File: config.mk
export PLATFORM = sky130hd
export DESIGN_NAME = pipe_stage_reg
export DESIGN_NICKNAME = d
export VERILOG_FILES = /design/src/rtl/pipe_stage_reg.sv
export SDC_FILE = /design/constraint.sdc
export NUM_CORES = 1
export LEC_CHECK = 0
export CAP_MARGIN = 20
export CORE_AREA = 2 2 152 154
export DETAILED_ROUTE_END_ITERATION = 7
export DIE_AREA = 0 0 154 156
export MAX_ROUTING_LAYER = met4
export PLACE_DENSITY_LB_ADDON = 0.05
export SLEW_MARGIN = 30
export SYNTH_ARGS = -nofsm -noshare
export SYNTH_HDL_FRONTEND = slang
export SYNTH_SLANG_ARGS = --single-unit
File: constraint.sdc
create_clock -name i_clk -period 1.2 [get_ports i_clk]
set_clock_uncertainty 0.2 [all_clocks]
set_input_delay 0.12 -clock i_clk [delete_from_list [all_inputs] [get_ports i_clk]]
set_output_delay 0.12 -clock i_clk [all_outputs]
set_load 0.03 [all_outputs]
File: src/rtl/pipe_stage_reg.sv
// pipe_stage_reg: inter-stage pipeline register for a 5-stage MIPS core (D/E, E/M, M/W).
// It carries the valid bit, instruction, PC, NUM_DATA data words and the control bundle.
// It supports stall (hold) and flush (insert a bubble).
// The Tnew field is presented saturating-decremented, so hazard logic sees the remaining latency.
// Ports:
//   i_clk, i_reset           clock; synchronous active-high reset
//   i_stall, i_flush         hold contents / load a bubble (flush wins over stall)
//   i_valid, i_ins, i_pc     incoming valid bit, instruction word, instruction PC
//   i_data                   NUM_DATA 32-bit words, word k at [32k+31:32k]
//   i_ctrl                   control bundle including the Tnew field
//   o_valid, o_ins, o_pc     registered valid, instruction, PC
//   o_data                   registered data words
//   o_ctrl                   registered control with the Tnew field decremented (saturating at 0)
module pipe_stage_reg #(
    parameter int          CTRL_W        = 31,
    parameter int          NUM_DATA      = 3,
    parameter int          TNEW_LSB      = 8,
    parameter int          TNEW_W        = 3,
    parameter int          TNEW_MODE     = 0,
    parameter logic [31:0] RESET_PC      = 32'h0000_3000,
    parameter int          FLUSH_KEEP_PC = 1
) (
    input  logic                     i_clk,
    input  logic                     i_reset,
    input  logic                     i_stall,
    input  logic                     i_flush,
    input  logic                     i_valid,
    input  logic [31:0]              i_ins,
    input  logic [31:0]              i_pc,
    input  logic [NUM_DATA*32-1:0]   i_data,
    input  logic [CTRL_W-1:0]        i_ctrl,
    output logic                     o_valid,
    output logic [31:0]              o_ins,
    output logic [31:0]              o_pc,
    output logic [NUM_DATA*32-1:0]   o_data,
    output logic [CTRL_W-1:0]        o_ctrl
);
    localparam int TH = TNEW_LSB + TNEW_W - 1;

    if (TNEW_LSB + TNEW_W > CTRL_W) begin : g_bad_tnew
        $error("pipe_stage_reg: Tnew field exceeds control bundle width");
    end

    logic                   r_valid = 1'b0;
    logic [31:0]            r_ins   = '0;
    logic [31:0]            r_pc    = RESET_PC;
    logic [NUM_DATA*32-1:0] r_data  = '0;
    logic [CTRL_W-1:0]      r_ctrl  = '0;
    logic [TNEW_W-1:0]      w_tnew;
    logic [TNEW_W-1:0]      w_tnew_dec;

    assign w_tnew     = r_ctrl[TH:TNEW_LSB];
    // Saturating decrement: a stage already producing its result never reports a negative latency.
    assign w_tnew_dec = (w_tnew == '0) ? '0 : w_tnew - TNEW_W'(1);

    always_ff @(posedge i_clk) begin
        if (i_reset) begin
            r_valid <= 1'b0;
            r_ins   <= '0;
            r_pc    <= RESET_PC;
            r_data  <= '0;
            r_ctrl  <= '0;
        end else if (i_flush) begin
            // A zero control bundle guarantees that the bubble has no side effects.
            r_valid <= 1'b0;
            r_ins   <= '0;
            r_pc    <= (FLUSH_KEEP_PC != 0) ? i_pc : RESET_PC;
            r_data  <= '0;
            r_ctrl  <= '0;
        end else if (i_stall) begin
            // In mode 1 the held instruction keeps ageing, so its Tnew counts down while stalled.
            if (TNEW_MODE == 1)
                r_ctrl[TH:TNEW_LSB] <= w_tnew_dec;
        end else begin
            r_valid <= i_valid;
            r_ins   <= i_ins;
            r_pc    <= i_pc;
            r_data  <= i_data;
            r_ctrl  <= i_ctrl;
        end
    end

    always_comb begin
        o_ctrl              = r_ctrl;
        o_ctrl[TH:TNEW_LSB] = w_tnew_dec;
    end

    assign o_valid = r_valid;
    assign o_ins   = r_ins;
    assign o_pc    = r_pc;
    assign o_data  = r_data;
endmodule
# ---- Word-level counts from Yosys, hierarchy flattened
# Index checks and enable logic that the tools add are counted.
dict set report totals {
  ff_bits 192
  out_inout_bits 192
  wordCells 12
}
dict set report classes {
  addsub 1
  n_eq_ne 1
  muxes 3
  reduce_logical 2
}
# op count
set op_table {}
lappend op_table {{$mux 32} 2}
lappend op_table {{$logic_not 3->1} 1}
lappend op_table {{$mux 3} 1}
lappend op_table {{$sub 3x1->3 const B} 1}
lappend op_table {{$ne 2x1->1 const B} 1}
lappend op_table {{$reduce_or 2->1} 1}

# ---- Logic depth before layout (Yosys ltp)
dict set report logic_depth {
  depth_word 2
  ltp_mapped 5
  ltp_nobuf 3
}

# ---- Least setup slack after synthesis
# OpenSTA, ideal clock, no wires.
dict set report synth_timing {
  path_type {reg-to-output}
  from {register r_ctrl[8]}
  to {output o_ctrl[9]}
  arrival_ns 1.186
  required_ns 0.880
  slack_ns -0.306
  stages_incl_launch_ff 4
  path_cell_list {dfxtp_1 -> nor2_1 -> inv_1 -> o21ai_0}
}
dict set report synth_between {
  elab_chain_len 2
  word_cells_on_any_way 3
}
# item line
set synth_rtl {}
lappend synth_rtl {{start: declaration} 48} ;# logic [CTRL_W-1:0] r_ctrl = '0;
lappend synth_rtl {{start signal: indexed assignment} 73} ;# r_ctrl[TH:TNEW_LSB] <= w_tnew_dec;
lappend synth_rtl {{start signal: assignment} 79} ;# r_ctrl <= i_ctrl;
lappend synth_rtl {{$sub 3x1->3 or $logic_not 3->1 (tied branches)} 54} ;# assign w_tnew_dec = (w_tnew == '0) ? '0 : w_tnew - TNEW_W'(1);
lappend synth_rtl {{$mux 3 (*)} 54}
lappend synth_rtl {{end: declaration} 36} ;# output logic [CTRL_W-1:0] o_ctrl
# Mark *: on every way between the ends. The rest lies on a longest branch, timed or not.

# ---- Final worst setup path
dict set report layout_timing {
  from {register r_ctrl[9]}
  to {output o_ctrl[10]}
}
# Same word-level chain as after synthesis.

==> impl_metrics.py <==
metrics = {
    "status": {
        "status": "complete, but fails checks",
        "violations": "setup timing",
    },
    "placement": {
        "numPortBuffers": 387,
        "hpwl_mm": 16.6,
        "place_congestion": 0.724,
    },
    "clock_tree": {
        "clockBufferDepth": 2,
        "cts.sinks": 192,
        "clk_latency_ns": 0.45,
        "root_buffer": "clkbuf_16",
        "path_clk_slew_ns": 0.08,
        "cts_tree": "yes",
        "ctsHtreeMaxLevel": 4,
        "cts_buffers": 17,
    },
    "synth": {
        "synth_area_leader_cell": "dfxtp_1",
        "syn_avg_cell_area_um2": 10.6,
        "ys_ff_latch": 192,
        "synth_compound_area_frac": 0.0209,
        "yosysUniqueCellTypes": 17,
        "yosys.area_share.adder": 0.00338,
        "synth_top_family_by_area": "multiplexers",
        "ys.flop_type": "dfxtp_1",
        "yosys.area_share.simple": 0.157,
        "syn_area_um2": 7410,
        "yosysSeqAreaShare": 0.519,
        "synthArstFlopShare": 0,
        "synthesis.instances": 698,
        "synth_top_area_share": 0.519,
        "synth_common_cells": "192 x dfxtp_1, 166 x nor2_1, 162 x mux2i_1, 41 x buf_4",
        "yosysMostFrequentCell": "dfxtp_1",
        "synth_area_leaders": "dfxtp_1 52%, mux2i_1 22%, nor2_1 8.4%",
        "synth_xor_area_frac": 0,
        "yosys_warnings": 0,
        "synth_edf_count": 0,
        "syn-num-nets": 896,
        "yosys-mux-area-fraction": 0.219,
    },
    "timing": {
        "max_slew_margin": 0.807,
        "period_needed_ns": 1.55,
        "rsz0062_at_grt": "yes",
        "setup_viol": 192,
        "hold_viol": 0,
        "max_freq_mhz": 645,
        "fin_crit_sh": 1.29,
        "setup_slack_ns": -0.349,
        "hold-worst-slack_ns": 0.0109,
        "slew_violations": 0,
        "worst_pin_slew_ns": 0.290,
    },
    "worst_setup_path": {
        "endpoint_kind": "primary output",
        "slowest_stage": "dfxtp_2",
        "crit_arrival_ns": 1.23,
        "path_buf_inv": 2,
        "reg2reg_slack_ns": 0.25,
        "crit_fanout": 2,
        "r2r_end": "o_data[73]",
        "slowest_delay_ns": 0.34,
        "critical_path.top_delay_family": "flip-flops",
        "crit_chain": "nor2_4, inv_2, ha_2, buf_6",
        "startpoint_type": "register",
        "r2r_cells": 3,
        "worstReg2RegStart": "o_data[73]",
        "worst-setup-path-type": "reg2out",
        "crit_required_ns": 0.88,
    },
    "floorplan": {
        "dieArea_um2": 24000,
        "initial_core_util": 0.331,
        "core_area_um2": 22400,
        "boundaryPins": 388,
        "die_x_um": 154,
        "chipHeight_um": 156,
        "num_rows": 55,
    },
    "pwr": {
        "leakage_nw": 5.49,
        "ir_drop_v": 0.000900,
        "p_per_area_nw_per_um2": 1220,
        "internal_power_mw": 11.2,
        "p_sw_mw": 4.09,
        "combPwrFrac": 0.173,
        "p_clk_frac": 0.379,
        "p_seq_frac": 0.448,
        "swShare": 0.268,
    },
    "route": {
        "drtIter0Drc": 253,
        "wl_per_cell_um": 16.9,
        "avgViaCountPerCell": 4.48,
        "wirelength_mm": 23.0,
        "drtPass1Iterations": 4,
        "vias": 6072,
        "antenna_left": 0,
        "drc": 0,
    },
    "global_route": {
        "grt_max_degree": 42,
        "grt-ovfl-total": 0,
        "antenna_found_initial": 1,
        "grt_pass1_wl_mm": 34.7,
        "first_global_vias": 6168,
        "grt_use_total": 0.193,
    },
    "worst_hold_path": {
        "worstHoldEndpoint": "o_pc[19]",
        "hold_depth": 4,
        "worst_hold_path_type": "in2reg",
        "hold_start": "i_stall",
    },
    "final_layout": {
        "layout-drive-gt1-share": 0.424,
        "synthToLayoutAreaGrowth_pct": 69.0,
        "fin_util": 0.560,
        "nets": 1255,
    },
    "run": {
        "cap_viol_max_count": 0,
    },
}
==> worst max-delay path by stage <==
stage | slack, ns | startpoint | end | depth (start not counted)
after detailed placement | -0.39 | i_flush | o_data[1] | 4
after global routing | -0.39 | r_ctrl[9] | o_ctrl[10] | 4
final | -0.35 | r_ctrl[9] | o_ctrl[10] | 4
after CTS | -0.40 | r_ctrl[9] | o_ctrl[8] | 4
after floorplan | -0.09 | r_ctrl[8] | o_ctrl[9] | 3
after global placement | -0.38 | i_flush | r_ctrl[4] | 4
==> sequential cells by signal, summed over array words and instances, names as in the netlist <==
| name | flops |
|---|---|
| o_data | 96 |
| o_ins | 32 |
| o_pc | 32 |
| r_ctrl | 31 |
| o_valid | 1 |
==> area by class of cell <==
class	count	area, µm²
diodes	1	2.50
clock buffers	19	453
clock inverters	13	144
fillers	2040	9840
inverters	2	7.51
multi-input cells	424	2990
flip-flops and latches	192	4080
well taps	285	357
repair buffers	420	4490
==> what timing repair did <==
item,CTS,global route
gates resized for setup,389,5
endpoints found under the setup margin,192,205
hold buffers,5,0
cloned,0,0
buffers inserted,1,2
endpoints found under the hold margin,11,0
pin swaps,3,2
==> cell families (layout without fill, tap and decap cells) <==
| logic type | after synthesis | in the layout |
|---|---|---|
| adders and majority gates | 2 | 2 |
| AOI/OAI and AO/OA | 31 | 31 |
| buffers and inverters | 82 | 454 |
| other | 0 | 1 |
| and+or+nand+nor | 229 | 229 |
| DFF | 192 | 192 |
| muxes | 162 | 162 |
==> cells in the final DEF (no fill, tap or decap), types with 2 or more instances in the layout <==
master	instances
buf_12	8
buf_4	20
buf_6	192
clkbuf_16	17
clkbuf_8	2
clkdlybuf4s50_1	194
clkinv_4	6
dfxtp_2	192
dlygate4sd3_1	2
dlymetal6s4s_1	3
ha_2	2
inv_2	2
inv_8	4
mux2i_1	162
nand2b_1	30
nand4bb_1	30
nor2_1	164
o21ai_0	27
o21ai_1	3
==> routing by layer <==
metal  wire (µm)  up-vias  share of wire  GRT usage
li1            -     3028              -          -
met1        9450     2770           0.41      0.214
met2       10800      252           0.47      0.313
met3        2330       22           0.10     0.0814
met4         414        0          0.018     0.0659
met5           0        -              0          -
==> worst reg2reg max path, delay by kind of cell, from the launching register on <==
| kind | cells | cell delay [ns] |
|---|---|---|
| buffers and inverters | 1 | 0.12 |
| DFF | 1 | 0.33 |
| muxes | 1 | 0.13 |
| and+or+nand+nor | 1 | 0.06 |
==> power groups by stage <==
stage                     clock, mW  combinational [mW]  sequential, mW
after floorplan                   0               0.901            7.30
after global placement            0                2.49            6.88
after detailed placement          0                2.48            6.89
after CTS                      5.99                2.66            6.84
after global routing           6.22                2.81            6.87
final                          5.78                2.64            6.84
==> stage by stage <==
step                      total power [mW]  area, µm²  TNS, ns  setup WS (ns)  cells
after CTS                             15.5      12500   -10.40         -0.404   1353
after floorplan                       8.20       7410  -0.0871        -0.0871    698
after global placement                9.37      10900   -64.58         -0.381   1315
after global routing                  15.9      12500   -12.52         -0.394   1356
final                                 15.3      12500    -5.58         -0.349   1356
after detailed placement              9.37      10900   -67.20         -0.390   1315
Note: power is estimated with default switching activity, not from simulation.
